<file path="src/rtl/dds_sweep_ctrl_if.sv">
// Sweep configuration channel between the PS register bank and dds_sweep_ctrl.
// Carries cfg_bidir only when DDS_SWEEP_BIDIR_EN is defined.
interface dds_sweep_ctrl_if #(
    parameter int DWELL_W = 24,
    parameter int STEP_W  = 16
);
    logic               cfg_valid;
    logic               cfg_ready;
    logic [31:0]        cfg_f_start;
    logic [31:0]        cfg_f_step;
    logic [STEP_W-1:0]  cfg_n_steps;
    logic [DWELL_W-1:0] cfg_dwell;
    logic [11:0]        cfg_p_word;
    logic [1:0]         cfg_wave_type;
    logic               cfg_loop;
`ifdef DDS_SWEEP_BIDIR_EN
    logic               cfg_bidir;
`endif

    modport master (
`ifdef DDS_SWEEP_BIDIR_EN
        output cfg_bidir,
`endif
        output cfg_valid, cfg_f_start, cfg_f_step, cfg_n_steps, cfg_dwell,
               cfg_p_word, cfg_wave_type, cfg_loop,
        input  cfg_ready
    );

    modport slave (
`ifdef DDS_SWEEP_BIDIR_EN
        input  cfg_bidir,
`endif
        input  cfg_valid, cfg_f_start, cfg_f_step, cfg_n_steps, cfg_dwell,
               cfg_p_word, cfg_wave_type, cfg_loop,
        output cfg_ready
    );
endinterface

</file>
<file path="src/rtl/dds_sweep_ctrl.sv">
// Frequency-sweep sequencer driving the DDS core inputs in the clk_dds domain.
// Optional up/down sweep enabled by defining DDS_SWEEP_BIDIR_EN.
module dds_sweep_ctrl #(
    parameter int DWELL_W = 24,
    parameter int STEP_W  = 16
) (
    input  logic               clk_dds,
    input  logic               rst,
    dds_sweep_ctrl_if.slave    cfg,
    input  logic               start,
    input  logic               stop,
    output logic               busy,
    output logic               sweep_done,
    output logic [STEP_W-1:0]  step_idx,
    output logic               dds_en,
    output logic               set_flag,
    output logic [31:0]        f_word,
    output logic [11:0]        p_word,
    output logic [1:0]         wave_type
);

    typedef enum logic [1:0] {
        ST_IDLE = 2'd0,
        ST_LOAD = 2'd1,
        ST_RUN  = 2'd2
    } state_t;

    localparam logic [DWELL_W-1:0] DWELL_ZERO = {DWELL_W{1'b0}};
    localparam logic [DWELL_W-1:0] DWELL_ONE  = {{(DWELL_W-1){1'b0}}, 1'b1};
    localparam logic [STEP_W-1:0]  STEP_ZERO  = {STEP_W{1'b0}};
    localparam logic [STEP_W-1:0]  STEP_ONE   = {{(STEP_W-1){1'b0}}, 1'b1};

    state_t             state_r, state_nx_s;

    logic [31:0]        sh_f_start_r, sh_f_step_r;
    logic [STEP_W-1:0]  sh_n_steps_r;
    logic [DWELL_W-1:0] sh_dwell_r;
    logic [11:0]        sh_p_word_r;
    logic [1:0]         sh_wave_r;
    logic               sh_loop_r;
    logic               bidir_s;

    logic               cfg_ready_r, busy_r, sweep_done_r, dds_en_r, set_flag_r;
    logic [STEP_W-1:0]  step_idx_r;
    logic [31:0]        f_word_r;
    logic [11:0]        p_word_r;
    logic [1:0]         wave_r;
    logic [DWELL_W-1:0] dwell_cnt_r;
    logic               dir_down_r;

    logic [31:0]        f_word_nx_s;
    logic [STEP_W-1:0]  step_idx_nx_s;
    logic [DWELL_W-1:0] dwell_cnt_nx_s, dwell_ld_s;
    logic               dir_down_nx_s, dds_en_nx_s, sweep_done_nx_s;

`ifdef DDS_SWEEP_BIDIR_EN
    logic               sh_bidir_r;
    assign bidir_s = sh_bidir_r;
`else
    assign bidir_s = 1'b0;
`endif

    // A dwell of zero is held like a dwell of one.
    assign dwell_ld_s = (sh_dwell_r == DWELL_ZERO) ? DWELL_ZERO : (sh_dwell_r - DWELL_ONE);

    assign cfg.cfg_ready = cfg_ready_r;
    assign busy          = busy_r;
    assign sweep_done    = sweep_done_r;
    assign step_idx      = step_idx_r;
    assign dds_en        = dds_en_r;
    assign set_flag      = set_flag_r;
    assign f_word        = f_word_r;
    assign p_word        = p_word_r;
    assign wave_type     = wave_r;

    // Shadow configuration capture on handshake.
    always_ff @(posedge clk_dds or negedge rst) begin
        if (!rst) begin
            sh_f_start_r <= 32'h0000_0000;
            sh_f_step_r  <= 32'h0000_0000;
            sh_n_steps_r <= STEP_ZERO;
            sh_dwell_r   <= DWELL_ZERO;
            sh_p_word_r  <= 12'h000;
            sh_wave_r    <= 2'b00;
            sh_loop_r    <= 1'b0;
`ifdef DDS_SWEEP_BIDIR_EN
            sh_bidir_r   <= 1'b0;
`endif
        end else if (cfg.cfg_valid && cfg_ready_r) begin
            sh_f_start_r <= cfg.cfg_f_start;
            sh_f_step_r  <= cfg.cfg_f_step;
            sh_n_steps_r <= cfg.cfg_n_steps;
            sh_dwell_r   <= cfg.cfg_dwell;
            sh_p_word_r  <= cfg.cfg_p_word;
            sh_wave_r    <= cfg.cfg_wave_type;
            sh_loop_r    <= cfg.cfg_loop;
`ifdef DDS_SWEEP_BIDIR_EN
            sh_bidir_r   <= cfg.cfg_bidir;
`endif
        end
    end

    // FSM state register.
    always_ff @(posedge clk_dds or negedge rst) begin
        if (!rst) begin
            state_r <= ST_IDLE;
        end else begin
            state_r <= state_nx_s;
        end
    end

    // Next-state and stepping logic; LOAD is also a counting cycle so each
    // frequency stays visible for exactly one dwell.
    always_comb begin
        state_nx_s      = state_r;
        f_word_nx_s     = f_word_r;
        step_idx_nx_s   = step_idx_r;
        dwell_cnt_nx_s  = dwell_cnt_r;
        dir_down_nx_s   = dir_down_r;
        dds_en_nx_s     = dds_en_r;
        sweep_done_nx_s = 1'b0;
        if (stop) begin
            state_nx_s  = ST_IDLE;
            dds_en_nx_s = 1'b0;
        end else begin
            case (state_r)
                ST_IDLE: begin
                    if (start) begin
                        state_nx_s = ST_LOAD;
                    end else begin
                        state_nx_s = ST_IDLE;
                    end
                end
                ST_LOAD, ST_RUN: begin
                    if (dwell_cnt_r != DWELL_ZERO) begin
                        dwell_cnt_nx_s = dwell_cnt_r - DWELL_ONE;
                        state_nx_s     = ST_RUN;
                    end else if (!dir_down_r && (step_idx_r < sh_n_steps_r)) begin
                        f_word_nx_s    = f_word_r + sh_f_step_r;
                        step_idx_nx_s  = step_idx_r + STEP_ONE;
                        dwell_cnt_nx_s = dwell_ld_s;
                        state_nx_s     = ST_RUN;
                    end else if (!dir_down_r && bidir_s && (sh_n_steps_r != STEP_ZERO)) begin
                        dir_down_nx_s  = 1'b1;
                        f_word_nx_s    = f_word_r - sh_f_step_r;
                        step_idx_nx_s  = step_idx_r - STEP_ONE;
                        dwell_cnt_nx_s = dwell_ld_s;
                        state_nx_s     = ST_RUN;
                    end else if (dir_down_r && (step_idx_r != STEP_ZERO)) begin
                        f_word_nx_s    = f_word_r - sh_f_step_r;
                        step_idx_nx_s  = step_idx_r - STEP_ONE;
                        dwell_cnt_nx_s = dwell_ld_s;
                        state_nx_s     = ST_RUN;
                    end else if (sh_loop_r) begin
                        state_nx_s = ST_LOAD;
                    end else begin
                        state_nx_s      = ST_IDLE;
                        sweep_done_nx_s = 1'b1;
                    end
                end
                default: begin
                    state_nx_s = ST_IDLE;
                end
            endcase
        end
    end

    // Output and datapath registers; entering LOAD reloads the sweep.
    always_ff @(posedge clk_dds or negedge rst) begin
        if (!rst) begin
            cfg_ready_r  <= 1'b1;
            busy_r       <= 1'b0;
            sweep_done_r <= 1'b0;
            dds_en_r     <= 1'b0;
            set_flag_r   <= 1'b0;
            step_idx_r   <= STEP_ZERO;
            f_word_r     <= 32'h0000_0000;
            p_word_r     <= 12'h000;
            wave_r       <= 2'b00;
            dwell_cnt_r  <= DWELL_ZERO;
            dir_down_r   <= 1'b0;
        end else begin
            cfg_ready_r  <= (state_nx_s == ST_IDLE);
            busy_r       <= (state_nx_s != ST_IDLE);
            sweep_done_r <= sweep_done_nx_s;
            if (state_nx_s == ST_LOAD) begin
                f_word_r    <= sh_f_start_r;
                p_word_r    <= sh_p_word_r;
                wave_r      <= sh_wave_r;
                step_idx_r  <= STEP_ZERO;
                dwell_cnt_r <= dwell_ld_s;
                dir_down_r  <= 1'b0;
                dds_en_r    <= 1'b1;
                set_flag_r  <= 1'b1;
            end else begin
                f_word_r    <= f_word_nx_s;
                step_idx_r  <= step_idx_nx_s;
                dwell_cnt_r <= dwell_cnt_nx_s;
                dir_down_r  <= dir_down_nx_s;
                dds_en_r    <= dds_en_nx_s;
                set_flag_r  <= 1'b0;
            end
        end
    end

endmodule

</file>
<file path="src/flat_wrapper.sv">
// flat-port wrapper written by rule: the top's interface ports become plain ports
module dds_sweep_ctrl_flat 
#(
    parameter int DWELL_W = 24,
    parameter int STEP_W  = 16
)
  (clk_dds, rst, start, stop, busy, sweep_done, step_idx, dds_en, set_flag, f_word, p_word, wave_type, cfg_cfg_valid, cfg_cfg_f_start, cfg_cfg_f_step, cfg_cfg_n_steps, cfg_cfg_dwell, cfg_cfg_p_word, cfg_cfg_wave_type, cfg_cfg_loop, cfg_cfg_ready);
  dds_sweep_ctrl_if #(.DWELL_W(DWELL_W), .STEP_W(STEP_W)) cfg_i ();
  input  logic clk_dds;
  input  logic rst;
  input  logic start;
  input  logic stop;
  output logic busy;
  output logic sweep_done;
  output logic [STEP_W-1:0] step_idx;
  output logic dds_en;
  output logic set_flag;
  output logic [31:0] f_word;
  output logic [11:0] p_word;
  output logic [1:0] wave_type;
  input wire logic [$bits(cfg_i.cfg_valid)-1:0] cfg_cfg_valid;
  input wire logic [$bits(cfg_i.cfg_f_start)-1:0] cfg_cfg_f_start;
  input wire logic [$bits(cfg_i.cfg_f_step)-1:0] cfg_cfg_f_step;
  input wire logic [$bits(cfg_i.cfg_n_steps)-1:0] cfg_cfg_n_steps;
  input wire logic [$bits(cfg_i.cfg_dwell)-1:0] cfg_cfg_dwell;
  input wire logic [$bits(cfg_i.cfg_p_word)-1:0] cfg_cfg_p_word;
  input wire logic [$bits(cfg_i.cfg_wave_type)-1:0] cfg_cfg_wave_type;
  input wire logic [$bits(cfg_i.cfg_loop)-1:0] cfg_cfg_loop;
  output wire logic [$bits(cfg_i.cfg_ready)-1:0] cfg_cfg_ready;
  assign cfg_i.cfg_valid = cfg_cfg_valid;
  assign cfg_i.cfg_f_start = cfg_cfg_f_start;
  assign cfg_i.cfg_f_step = cfg_cfg_f_step;
  assign cfg_i.cfg_n_steps = cfg_cfg_n_steps;
  assign cfg_i.cfg_dwell = cfg_cfg_dwell;
  assign cfg_i.cfg_p_word = cfg_cfg_p_word;
  assign cfg_i.cfg_wave_type = cfg_cfg_wave_type;
  assign cfg_i.cfg_loop = cfg_cfg_loop;
  assign cfg_cfg_ready = cfg_i.cfg_ready;
  dds_sweep_ctrl #(.DWELL_W(DWELL_W), .STEP_W(STEP_W)) u_core (.clk_dds(clk_dds), .rst(rst), .cfg(cfg_i), .start(start), .stop(stop), .busy(busy), .sweep_done(sweep_done), .step_idx(step_idx), .dds_en(dds_en), .set_flag(set_flag), .f_word(f_word), .p_word(p_word), .wave_type(wave_type));
endmodule
</file>
<file path="config.mk">
export PLATFORM = sky130hd
export DESIGN_NAME = dds_sweep_ctrl_flat
export DESIGN_NICKNAME = d
export VERILOG_FILES = /design/src/rtl/dds_sweep_ctrl_if.sv /design/src/rtl/dds_sweep_ctrl.sv /design/src/flat_wrapper.sv
export SDC_FILE = /design/constraint.sdc
export NUM_CORES = 1
export LEC_CHECK = 0
export ABC_AREA = 1
export BUFFER_PORTS_ARGS = -buffer_cell sky130_fd_sc_hd__buf_2
export CAP_MARGIN = 10
export CELL_PAD_IN_SITES_DETAIL_PLACEMENT = 0
export CELL_PAD_IN_SITES_GLOBAL_PLACEMENT = 1
export CORE_ASPECT_RATIO = 2
export CORE_MARGIN = 4
export CORE_UTILIZATION = 43
export CTS_CLUSTER_SIZE = 28
export DETAILED_ROUTE_END_ITERATION = 8
export PLACE_DENSITY_LB_ADDON = 0.25
export SYNTH_ARGS = -nofsm -noshare
export SYNTH_HDL_FRONTEND = slang
export SYNTH_SLANG_ARGS = --single-unit
</file>
<file path="constraint.sdc">
create_clock -name clk_dds -period 2.58 [get_ports clk_dds]
set_input_delay 0.129 -clock clk_dds [delete_from_list [all_inputs] [get_ports clk_dds]]
set_output_delay 0.129 -clock clk_dds [all_outputs]
set_load 0.05 [all_outputs]
</file>
==> key figures <==
Finish
  • Area Growth Syn to Fin: 31.4%
  • Layout cells sized above 1: 0.206
  • Number of nets in the layout: 2222
  • Finished Layout Cells: 2427
  • Final instance area: 17000 µm²

Setup path
  • Crit-path max FO: 8
  • CP startpoint kind: register
  • Worst path bufs/invs: 5
  • Critical path type: reg -> reg
  • Worst path most repeated cell: nand2_1
  • Arrival @ worst endpoint: 2.92 ns
  • Cell chain of the critical path: inv_1 > ha_1 > buf_4 > nand2_1 > nor2_2 > inv_1 > nor2_1 > nand3_1 > nor2_2 > nand4_1 > a21oi_4 > buf_12 > buf_12 > nand2_1 > nand2_1
  • CP max-delay cell: dfrtp_1
  • Worst path max stage delay: 0.40 ns
  • Crit. End Element: register
  • Crit path required time: 3.04 ns
  • Critical path's top delay family: simple AND/OR/NAND/NOR gates

Clock network
  • Clock insertion delay at the later pin of the skew report: 0.54 ns
  • TritonCTS buffer count: 22
  • Clock tree sinks: 212
  • Reg clk slew, reported paths: 0.07 ns
  • CTS H-Tree Depth: 1
  • Clk Tree Root Cell: clkbuf_16
  • CTS Buffer Depth: 3
  • CTS tree: yes

Floorplan
  • Initial Utilization: 0.437
  • Die ar.: 33100 µm²
  • IO Pins: 191
  • Die extent in y: 253 µm
  • Core Region: 29600 µm²
  • Die width: 131 µm
  • Site Rows: 89

Global routing
  • First-pass GRT wire length: 67500 µm
  • GRT Total Usage: 0.260
  • Initial antenna violation count: 1
  • Largest net degree at the start of global routing: 80
  • Total grt overflow: 0
  • Vias in the first global route: 13114

Drt
  • WL/cell: 18.1 µm
  • Antenna viol nets, final: 0
  • DR iter-0 viols: 591
  • Routed wire length: 44000 µm
  • Vias: 12723
  • Drc violations: 0
  • Count of TritonRoute iterations in the first routing pass: 5
  • Vias per cell: 5.24

Synth
  • Share of the synthesized area in the top cell type: 0.407
  • Post-synth EDFFs: 0
  • Main synth FF type: dfrtp_1
  • Register area share after synthesis: 0.410
  • Mapped Cells: 1692
  • Yosys top cell by area: dfrtp_1
  • Post-synthesis async set-or-reset flop share: 1.00
  • Yosys reg bits: 212
  • Count leader, synth: nand2_1
  • Synth cell types: 40
  • Synthesized area: 13000 µm²
  • Syn Nets: 1868
  • Syn_area_per_cell: 7.66 µm²
  • Warning count from the yosys run: 0
  • Synth area leaders: dfrtp_1, nand2_1, mux2_2, nor2_1, ha_1
  • Top post-synthesis cells by count: nand2_1, dfrtp_1, nor2_1, inv_1, mux2_2

Power
  • Worst vdd ir: 1.14 mV
  • Pwr Density: 993 nW/µm²
  • Total power: 16.9 mW
  • Pleak: 8.96 nW

Timing
  • Slew at the pin closest to its max-slew limit: 0.682 ns
  • Clk_skew: 0.0251 ns
  • Final Hold Viols: 0
  • Max-slew violation count: 0
  • Final setup violation count: 0
  • Total negative slack: 0 ns
  • Slew HR: 0.545
  • Max frequency: 406 MHz
  • Final worst path period need: 2.46 ns
  • Final period util: 0.955
  • Worst hold margin: 0.110 ns

Worst hold path
  • Hold WC Path Type: in -> reg

Placed design
  • Placed cells: 2255
  • Post-DP HPWL: 32100 µm
  • Post-DP Area: 14800 µm²
  • # port buffers: 190
  • RePlAce Congestion: 0.967

Job
  • Max-cap viol count: 0

Status
  • Status: finished, final reports clean
-- layout by cell type (no fill, tap or decap), types with 2 or more instances in the layout --
cell / count
o21bai_1: 7
buf_4: 58
nor3_1: 14
nand2_4: 4
nor3_2: 3
nand3_1: 78
nand3_2: 2
or2_2: 2
ha_1: 51
inv_1: 143
buf_6: 2
a21boi_0: 3
dlygate4sd3_1: 121
o21ai_1: 7
nor2_1: 167
nor2_4: 2
a21o_1: 3
inv_2: 6
o21ai_0: 25
buf_12: 15
nand4_1: 78
bufinv_16: 3
mux2_2: 82
buf_2: 189
clkinv_2: 5
nand2_1: 571
nor2_2: 5
dfrtp_1: 211
xor2_1: 61
a21oi_1: 73
clkbuf_16: 25
xnor2_1: 10
nand2_2: 3
nand3_4: 2
nor4_1: 6
clkinv_1: 4
clkbuf_8: 7
-- power by group --
part / switching [mW] / internal [mW] / total (mW) / leakage (nW)
clock network: 1.46 / 2.05 / 3.51 / 0.392
logic: 5.52 / 2.93 / 8.44 / 6.01
registers: 0.749 / 4.19 / 4.94 / 2.56
total: 7.73 / 9.17 / 16.9 / 8.96
-- per-stage QoR --
stage          utilization  setup WS [ns]
3_3_place_gp         0.499          0.138
5_1_grt              0.575       -0.00663
4_1_cts              0.567         0.0600
6_report             0.575          0.117
3_5_place_dp         0.499         0.0814
2_1_floorplan            -         0.0655
-- logic make-up (layout without fill, tap and decap cells) --
| group | after synthesis | count (layout) | share of synthesized area |
|---|---|---|---|
| buf+inv | 214 | 583 | 0.0665 |
| mux | 82 | 82 | 0.0713 |
| other cells | 0 | 1 | 0 |
| compound gates | 122 | 122 | 0.0503 |
| xor+xnor | 71 | 71 | 0.0480 |
| flops | 212 | 212 | 0.410 |
| simple gates | 939 | 940 | 0.304 |
| fa+ha+maj | 52 | 52 | 0.0508 |
-- worst register-to-register path, delay by kind of cell (launching register included) --
| family | cells | cell delay, ns |
|---|---|---|
| compound gates | 1 | 0.24 |
| fa+ha+maj | 1 | 0.18 |
| buf+inv | 5 | 0.59 |
| flops | 1 | 0.40 |
| simple gates | 8 | 0.97 |
-- area by class of cell --
type	instances	area, µm²
Fill cell	2789	12600
Antenna cell	1	2.50
Timing Repair Buffer	390	3020
Sequential cell	212	5310
Inverter	153	574
Tap cell	364	455
Clock buffer	28	633
Clock inverter	12	156
Multi-Input combinational cell	1267	6870
-- path summary, 6_finish.rpt --
kind                                        from                endpoint  slack, ns  cells after the start
max                        u_core.dwell_cnt_r[0]       u_core.f_word[31]       0.12                     15
min                                        start       u_core.state_r[0]       0.11                      5
max reg2reg                u_core.dwell_cnt_r[0]       u_core.f_word[31]       0.12                     15
min reg2reg                     u_core.sh_loop_r       u_core.sweep_done       0.47                      1
max in group asynchronous                    rst    u_core.cfg.cfg_ready       1.62                      3
min in group asynchronous                    rst  u_core.sh_f_step_r[21]       0.22                      2
-- timing repair --
item / CTS / global route
endpoints found under the setup margin: 0 / 64
hold buffers: 121 / 0
setup buffers: 0 / 5
gates resized for setup: 0 / 16
endpoints found under the hold margin: 195 / 0
-- flip-flops by register name, indices dropped and copies added, names as in the netlist, 12 cells and up --
name / count
u_core.dwell_cnt_r: 24
u_core.sh_n_steps_r: 16
u_core.sh_p_word_r: 12
u_core.p_word: 12
u_core.sh_dwell_r: 24
u_core.step_idx: 16
u_core.sh_f_start_r: 32
u_core.f_word: 32
u_core.sh_f_step_r: 32
-- per-layer routing --
layer | part of all wire | global-route usage | up-vias
met5 | 0 | 0 | -
met4 | 0.068 | 0.150 | 0
met3 | 0.037 | 0.0252 | 143
met2 | 0.57 | 0.506 | 373
met1 | 0.33 | 0.257 | 6033
li1 | - | - | 6174
Power figures use the tool's default switching activity.
